==> config.mk <==
export PLATFORM = sky130hd
export DESIGN_NAME = receiver
export DESIGN_NICKNAME = d
export VERILOG_FILES = /design/src/rtl/nextasic_pkg.sv /design/src/rtl/receiver.sv
export SDC_FILE = /design/constraint.sdc
export NUM_CORES = 1
export LEC_CHECK = 0
export CAP_MARGIN = 20
export CORE_MARGIN = 2
export CORE_UTILIZATION = 23
export CTS_BUF_LIST = sky130_fd_sc_hd__clkbuf_4
export DETAILED_ROUTE_END_ITERATION = 8
export PLACE_DENSITY = 0.46
export SYNTH_ARGS = -nofsm -noshare
export SYNTH_HDL_FRONTEND = slang
export SYNTH_SLANG_ARGS = --single-unit
==> constraint.sdc <==
create_clock -name clk -period 2.4 [get_ports clk]
set_clock_uncertainty 0.2 [all_clocks]
set_input_delay 0.72 -clock clk [delete_from_list [all_inputs] [get_ports clk]]
set_output_delay 0.72 -clock clk [all_outputs]
set_load 0.01 [all_outputs]
==> src/rtl/nextasic_pkg.sv <==
// Shared line-protocol constants and receiver state encoding for the
// nextasic serial link (used by both the sender and the receiver).
package nextasic_pkg;

  localparam int DATA_BITS_DEFAULT = 40;

  // Line symbol values
  localparam logic START_BIT  = 1'b0;
  localparam logic STOP_BIT   = 1'b1;
  localparam logic TYPE_DATA  = 1'b1;
  localparam logic TYPE_AUDIO = 1'b0;

  // Bit times per data frame: start + type + payload + stop
  localparam int FRAME_BITS = DATA_BITS_DEFAULT + 3;

  typedef enum logic [2:0] {
    RX_IDLE   = 3'd0,
    RX_TYPE   = 3'd1,
    RX_DATA   = 3'd2,
    RX_STOP   = 3'd3,
    RX_RESYNC = 3'd4
  } rx_state_t;

endpackage

==> src/rtl/receiver.sv <==
// Serial link receiver: decodes audio-request symbols and data frames from
// the one-bit-per-clock line, holding the last accepted payload until acked.
//
// state     | meaning
// ----------+-----------------------------------------------------------
// RX_IDLE   | line idle (1), waiting for a start bit
// RX_TYPE   | sampling type bit: 1 = data frame, 0 = audio request
// RX_DATA   | shifting in DATA_BITS payload bits, MSB first
// RX_STOP   | sampling stop bit; 1 completes the frame, 0 is a framing error
// RX_RESYNC | after a framing error, waiting for the line to return to 1
module receiver
  import nextasic_pkg::*;
#(
  parameter int DATA_BITS = DATA_BITS_DEFAULT
) (
  input  logic                 clk,
  input  logic                 rst_n,
  input  logic                 sin,
  input  logic                 data_ack,
  output logic [DATA_BITS-1:0] data,
  output logic                 data_valid,
  output logic                 audio_sample_request,
  output logic                 data_overrun,
  output logic                 frame_error
);

  // Counter is 6 bits wide, so the payload length is limited to 64 bits.
  localparam logic [5:0] LAST_BIT = 6'(DATA_BITS - 1);

  rx_state_t            r_state;
  logic [5:0]           r_cnt;
  logic [DATA_BITS-1:0] r_shift;
  logic [DATA_BITS-1:0] r_data;
  logic                 r_valid;
  logic                 r_audio;
  logic                 r_overrun;
  logic                 r_ferr;

  // A completed frame is accepted if the holding register is empty or is
  // being consumed on this very edge; otherwise it is dropped.
  logic w_accept;
  assign w_accept = !r_valid || data_ack;

  // Line decoder FSM with registered data holding and one-cycle status pulses.
  always_ff @(posedge clk or negedge rst_n) begin
    if (!rst_n) begin
      r_state   <= RX_IDLE;
      r_cnt     <= '0;
      r_shift   <= '0;
      r_data    <= '0;
      r_valid   <= 1'b0;
      r_audio   <= 1'b0;
      r_overrun <= 1'b0;
      r_ferr    <= 1'b0;
    end else begin
      r_audio   <= 1'b0;
      r_overrun <= 1'b0;
      r_ferr    <= 1'b0;

      // Consumer handshake; a same-edge frame completion below overrides it.
      if (r_valid && data_ack) begin
        r_valid <= 1'b0;
      end

      case (r_state)
        RX_IDLE: begin
          if (sin == START_BIT) begin
            r_state <= RX_TYPE;
          end
        end

        RX_TYPE: begin
          if (sin == TYPE_DATA) begin
            r_cnt   <= '0;
            r_state <= RX_DATA;
          end else begin
            r_audio <= 1'b1;
            r_state <= RX_IDLE;
          end
        end

        RX_DATA: begin
          r_shift <= {r_shift[DATA_BITS-2:0], sin};
          r_cnt   <= r_cnt + 6'd1;
          if (r_cnt == LAST_BIT) begin
            r_state <= RX_STOP;
          end
        end

        RX_STOP: begin
          if (sin == STOP_BIT) begin
            if (w_accept) begin
              r_data  <= r_shift;
              r_valid <= 1'b1;
            end else begin
              r_overrun <= 1'b1;
            end
            r_state <= RX_IDLE;
          end else begin
            r_ferr  <= 1'b1;
            r_state <= RX_RESYNC;
          end
        end

        RX_RESYNC: begin
          // The cycle that samples the 1 only returns to idle; a start bit
          // can be recognised from the following cycle on.
          if (sin == STOP_BIT) begin
            r_state <= RX_IDLE;
          end
        end

        default: begin
          r_state <= RX_IDLE;
        end
      endcase
    end
  end

  assign data                 = r_data;
  assign data_valid           = r_valid;
  assign audio_sample_request = r_audio;
  assign data_overrun         = r_overrun;
  assign frame_error          = r_ferr;

endmodule

==> reports/metrics.yaml, run 1 <==
status: "finished clean"
rsz0062_at_grt: "no"
vdd_drop_max_uv: 364.3
drc: 0
fp.dieW_um: 131.4
fin_hold_ws_ns: 0.2771
maxCapViolCount: 0
syn-cell-area_um2: 3732
critPathMaxFanout: 2
core_area_um2: 15890
synth-compound-area-share: 0.006705
cp-start-kind: "flip-flop"
power_density_nw_per_um2: 808.5
worst_slew_pin_slew_ns: 0.5613
endpoint_kind: "output port"
area_delta_synth_final_pct: 23.70
clk_pin_slew_ns: 0.14
r2r-start: "r_state[1]"
postSynthCellCount: 308
leakagePower_nw: 2.323
critPathKind: "reg2out"
ys_types: 32
final_nets: 368
ys_top_cells_by_count: "nand2_1, dfrtp_1, mux2_4"
diodes: 0
overflow: 0
synth_xor_area_frac: 0
arrival_ns: 1.40
worstPathCellList: "clkdlybuf4s50_1"
first_global_vias: 2274
finalSetupViolCount: 0
antenna_found_initial: 0
synth_adder_area_share: 0.003352
cts_sinks: 93
grt_pass1_wl_um: 11810
cts_tree: "built"
max_stage_delay_ns: 0.55
cts_setup_buffers: 0
r2r_cells: 4
path_buf_inv: 1
ys_top_cells_by_area: "dfrtp_1, nand2_1, mux2_4, mux2_2, buf_2"
fillCellCount: 1658
met1_length_um: 3384
yosysSeqAreaShare: 0.6235
dpl.hpwl_um: 4610
yosysMostFrequentCell: "nand2_1"
slew_viol_final: 0
fmax_mhz: 431.3
crit_family: "buffers and inverters"
synth_flop_cell: "dfrtp_1"
die_h_um: 131.4
wl_um: 7042
synth_area_leader_cell: "dfrtp_1"
clkLatencyLatePin_ns: 0.45
avgSynthCellArea_um2: 12.12
hp-start: "r_cnt[5]"
synthesis.nets: 313
hold-path-cell-count: 1
drt_pass1_iterations: 4
drtAntennaViolNets: 0
rows: 46
num_vias: 2235
finalCriticalPeriod_ns: 2.318
synth_edf_count: 0
dieArea_um2: 17260
cts-htree-levels: 3
totalNegativeSetupSlack_ns: 0
drt_iter0_drc: 129
start_util: 0.2350
clockRootBuffer: "clkbuf_4"
yosysWarnings: 0
grt_max_degree: 44
fin_ws_ns: 0.08164
min_to: "r_cnt[5]"
synth_seq_cells: 93
place_ws_ns: -0.1014
grt_usage: 0.08736
met3_length_um: 311
synth_top_family_by_area: "simple AND/OR/NAND/NOR gates"
routed-wl-met2_um: 3210
worstReg2RegEnd: "r_cnt[0]"
ff2ff_setup_slack_ns: 0.54
slew_headroom: 0.6242
via_per_inst: 3.827
post_drt_wl_per_cell_um: 12.06
synth-simple-area-share: 0.1747
min_period_over_period: 0.9660
muxShareOfSynthArea: 0.1589
cts_buffer_depth: 2
synth_top_area_frac: 0.6235
drive_above_1_share: 0.1957
holdCritPathClass: "reg2reg"
async_flop_share: 1.000
routed.top_layer: "met4"
place.port_buffers: 47
cts_made_buffers: 9
cp_slowest_cell: "clkdlybuf4s50_1"
hold_viol_final: 0
ioPinCount: 48
gp_congestion: 0.6631
cp.required_ns: 1.48
==> repair_timing <==
item,4_1_cts,5_1_grt
pin swaps,0,0
gates resized for setup,1,1
setup endpoints to repair,1,1
hold endpoints to repair,27,0
hold buffers,1,0
==> layout by cell type, fill, tap and decap left out, types with 2 or more instances in the layout <==
cell,n
clkbuf_4,9
clkdlybuf4s50_1,44
nand4_1,3
nor2_1,3
dfrtp_1,93
mux2i_1,3
nand3b_1,2
mux2_2,10
buf_4,11
nor3_1,2
buf_12,2
clkinv_1,2
nand3_1,3
mux2_4,30
nand2_1,126
clkinvlp_4,2
==> flip-flops by register name, summed over array words and instances (netlist names) <==
| register | flops |
|---|---|
| data | 40 |
| frame_error | 1 |
| r_cnt | 6 |
| r_shift | 40 |
| data_overrun | 1 |
| r_state | 3 |
| audio_sample_request | 1 |
| data_valid | 1 |
==> metal layers <==
metal | global-route usage | vias to the layer above
met4 | 0.04529 | 0
met1 | 0.1146 | 1070
met2 | 0.1313 | 38
met5 | 0 | -
li1 | - | 1115
met3 | 0.02469 | 12
==> through the flow <==
stage / instance area (um^2) / cells / power, mW / util
floorplan: 3732 / 308 / 2.564 / -
global placement: 4472 / 567 / 2.933 / 0.2815
detailed placement: 4472 / 567 / 2.952 / 0.2815
CTS: 4614 / 584 / 3.819 / 0.2905
global route: 4617 / 584 / 3.994 / 0.2906
finish: 4617 / 584 / 3.733 / 0.2906
==> layout make-up <==
type,instances,area (um^2),share of cell area
well taps,216,270.3,0.05854
inverters,1,3.754,0.0008130
clock inverters,7,66.31,0.01436
flip-flops and latches,93,2327,0.5041
multi-input cells,198,1287,0.2789
repair buffers,60,594.3,0.1287
clock buffers,9,67.56,0.01463
==> worst max path at each step <==
stage               slack, ns       end  startpoint  depth (start not counted)
floorplan                0.52  data[10]    data_ack                          4
global placement        -0.07  data[36]         sin                          5
detailed placement      -0.10   data[7]         sin                          5
CTS                      0.01   data[7]     data[7]                          1
global route            0.001   data[0]     data[0]                          1
finish                   0.08   data[7]     data[7]                          1
==> power breakdown <==
group          switching, mW  internal (mW)
clock                  0.533          0.311
sequential             0.207           1.80
combinational          0.451          0.434
total                   1.19           2.54
==> kinds of logic after synthesis <==
| family | count (synthesis) |
|---|---|
| fa+ha+maj | 1 |
| buf+inv | 17 |
| flops | 93 |
| compound gates | 4 |
| simple gates | 150 |
| mux | 43 |
Power figures use the tool's default switching activity.
==> run 2: changes to the inputs <==
- clock period: 2.4 -> 2.2 ns (I/O delays scaled with it)
==> run 2 against run 1 <==
- combinational power up 9.4%
- core utilization up 0.17 points
- final cell count up 1.4%
- clock-buffer cell count unchanged
- wire length up 0.81%
- die area unchanged
- sequential share of layout area down 0.30 points
- non-clock buffer count up 8
- worst hold slack better by 0.0053 ns
- setup slack better by 0.085 ns
- global-route usage up 0.26 points
==> reports/metrics.yaml, run 2 (same netlist as run 1, synthesis figures left out) <==
overflow: 0  # unchanged
worst_slew_pin_slew_ns: 0.4857  # -0.07556 ns
post_drt_wl_per_cell_um: 11.99  # -0.55%
grt_pass1_wl_um: 12230  # +3.5%
maxCapViolCount: 0  # unchanged
cp-start-kind: "flip-flop"
area_delta_synth_final_pct: 24.44
cts_sinks: 93  # unchanged
critPathKind: "reg2out"
worstPathCellList: "dlygate4sd2_1"
fin_util: 0.2924  # +0.001733
arrival_ns: 1.17  # -0.23 ns
drtAntennaViolNets: 0  # unchanged
fillCellCount: 1696  # +2.3%
clk_pin_slew_ns: 0.14  # about the same
drc: 0  # unchanged
hold_viol_final: 0  # unchanged
via_per_inst: 3.848  # +0.55%
antenna_found_initial: 0  # unchanged
sw_frac_of_total: 0.3137  # -0.005571
drt_iter0_drc: 168  # +30%
status: "finished clean"
first_global_vias: 2362  # +3.9%
cts_tree: "built"
dpl.hpwl_um: 4721  # +2.4%
ioPinCount: 48  # unchanged
fp.dieW_um: 131.4  # unchanged
drive_above_1_share: 0.2181  # +0.02243
power_density_nw_per_um2: 901.4  # +11%
clkPwrFrac: 0.248  # +0.022
internal_power_mw: 2.873  # +13%
pwr-share-seq: 0.521  # -0.016
dieArea_um2: 17260  # unchanged
cts-htree-levels: 3  # unchanged
place_ws_ns: -0.2701  # -0.1687 ns
num_vias: 2278  # +1.9%
cts_buffer_depth: 2  # unchanged
die_h_um: 131.4  # unchanged
rows: 46  # unchanged
drt_pass1_iterations: 4  # unchanged
postPlaceCellArea_um2: 4494  # +0.50%
fin_ws_ns: 0.1662  # +0.08459 ns
finalSetupViolCount: 0  # unchanged
leakagePower_nw: 2.559  # +10%
gp_congestion: 0.6798  # +2.5%
clkLatencyLatePin_ns: 0.47  # +0.02 ns
grt_max_degree: 35  # -20%
final_cell_mix: "nand2_1, dfrtp_1, dlygate4sd2_1"
fin_hold_ws_ns: 0.2824  # +0.005317 ns
slew_viol_final: 0  # unchanged
p_switching_mw: 1.313  # +10%
endpoint_kind: "output port"
clockRootBuffer: "clkbuf_4"
cp_slowest_cell: "dfrtp_1"
path_buf_inv: 1  # unchanged
diodes: 0  # unchanged
final_nets: 376  # +2.2%
vdd_drop_max_uv: 255.7  # -30%
grt_usage: 0.08999  # +0.002635
final_common_cell: "nand2_1"
max_stage_delay_ns: 0.40  # -0.15 ns
final-instance-count-excl-fill: 592  # +1.4%
wl_um: 7099  # +0.81%
place.port_buffers: 47  # unchanged
fmax_mhz: 491.7
core_area_um2: 15890  # unchanged
slew_headroom: 0.6748  # +0.05059
min_period_over_period: 0.9244
cp.required_ns: 1.34  # -0.14 ns
cts_made_buffers: 9  # unchanged
finalCriticalPeriod_ns: 2.034
final_area_um2: 4644  # +0.60%
critPathMaxFanout: 2  # unchanged
holdCritPathClass: "reg2reg"
totalNegativeSetupSlack_ns: 0  # unchanged
p_comb_frac: 0.232  # -0.005
numPlacedInstances: 570  # +0.53%
rsz0062_at_grt: "no"
start_util: 0.2350  # unchanged
total_power_mw: 4.186  # +12%
crit_family: "flip-flops"
## run 2: layer usage
metal	vias to the layer above	global-route usage	wire (um)
li1	1126	-	-
met4	0	0.04891	166
met5	-	0	0
met2	36	0.1412	3362
met3	10	0.02585	246
met1	1106	0.1119	3323
## run 2: final timing paths
path                            start           to  slack (ns)  cells after the start
max                          data[29]     data[29]        0.17                      1
max in group asynchronous       rst_n     r_cnt[3]        0.79                      3
min reg2reg                  r_cnt[5]     r_cnt[5]        0.28                      1
min in group asynchronous       rst_n  r_shift[27]        0.46                      2
max reg2reg                r_state[2]      data[8]        0.34                      4
min                          r_cnt[5]     r_cnt[5]        0.28                      1
## run 2: layout make-up
cell class                      count  area (um^2)  share of cell area
Clock buffer                        9        67.56             0.01455
Clock inverter                      7        90.09             0.01940
Inverter                            1        3.754           0.0008082
Multi-Input combinational cell    198         1287              0.2772
Sequential cell                    93         2327              0.5011
Tap cell                          216        270.3             0.05819
Timing Repair Buffer               68        598.1              0.1288
## run 2: timing repair
| action | CTS | global route |
|---|---|---|
| hold buffers | 1 | 0 |
| buffers inserted | 5 | 0 |
| gates resized for setup | 44 | 0 |
| hold endpoints to repair | 27 | 0 |
| setup endpoints to repair | 44 | 0 |
## run 2: power by group through the flow
stage                     clock network (mW)  registers, mW  logic (mW)
after floorplan                            0           2.19       0.611
after global placement                     0           2.22        1.00
after detailed placement                   0           2.22        1.03
after CTS                               1.09           2.18       0.998
after global routing                    1.16           2.23        1.10
final                                   1.04           2.18       0.969
==> run 3: changes to the inputs <==
- CTS_CLUSTER_DIAMETER: default -> 150
==> results of run 3 <==
No change in the layout: final DEF, timing and power equal those of run 2.
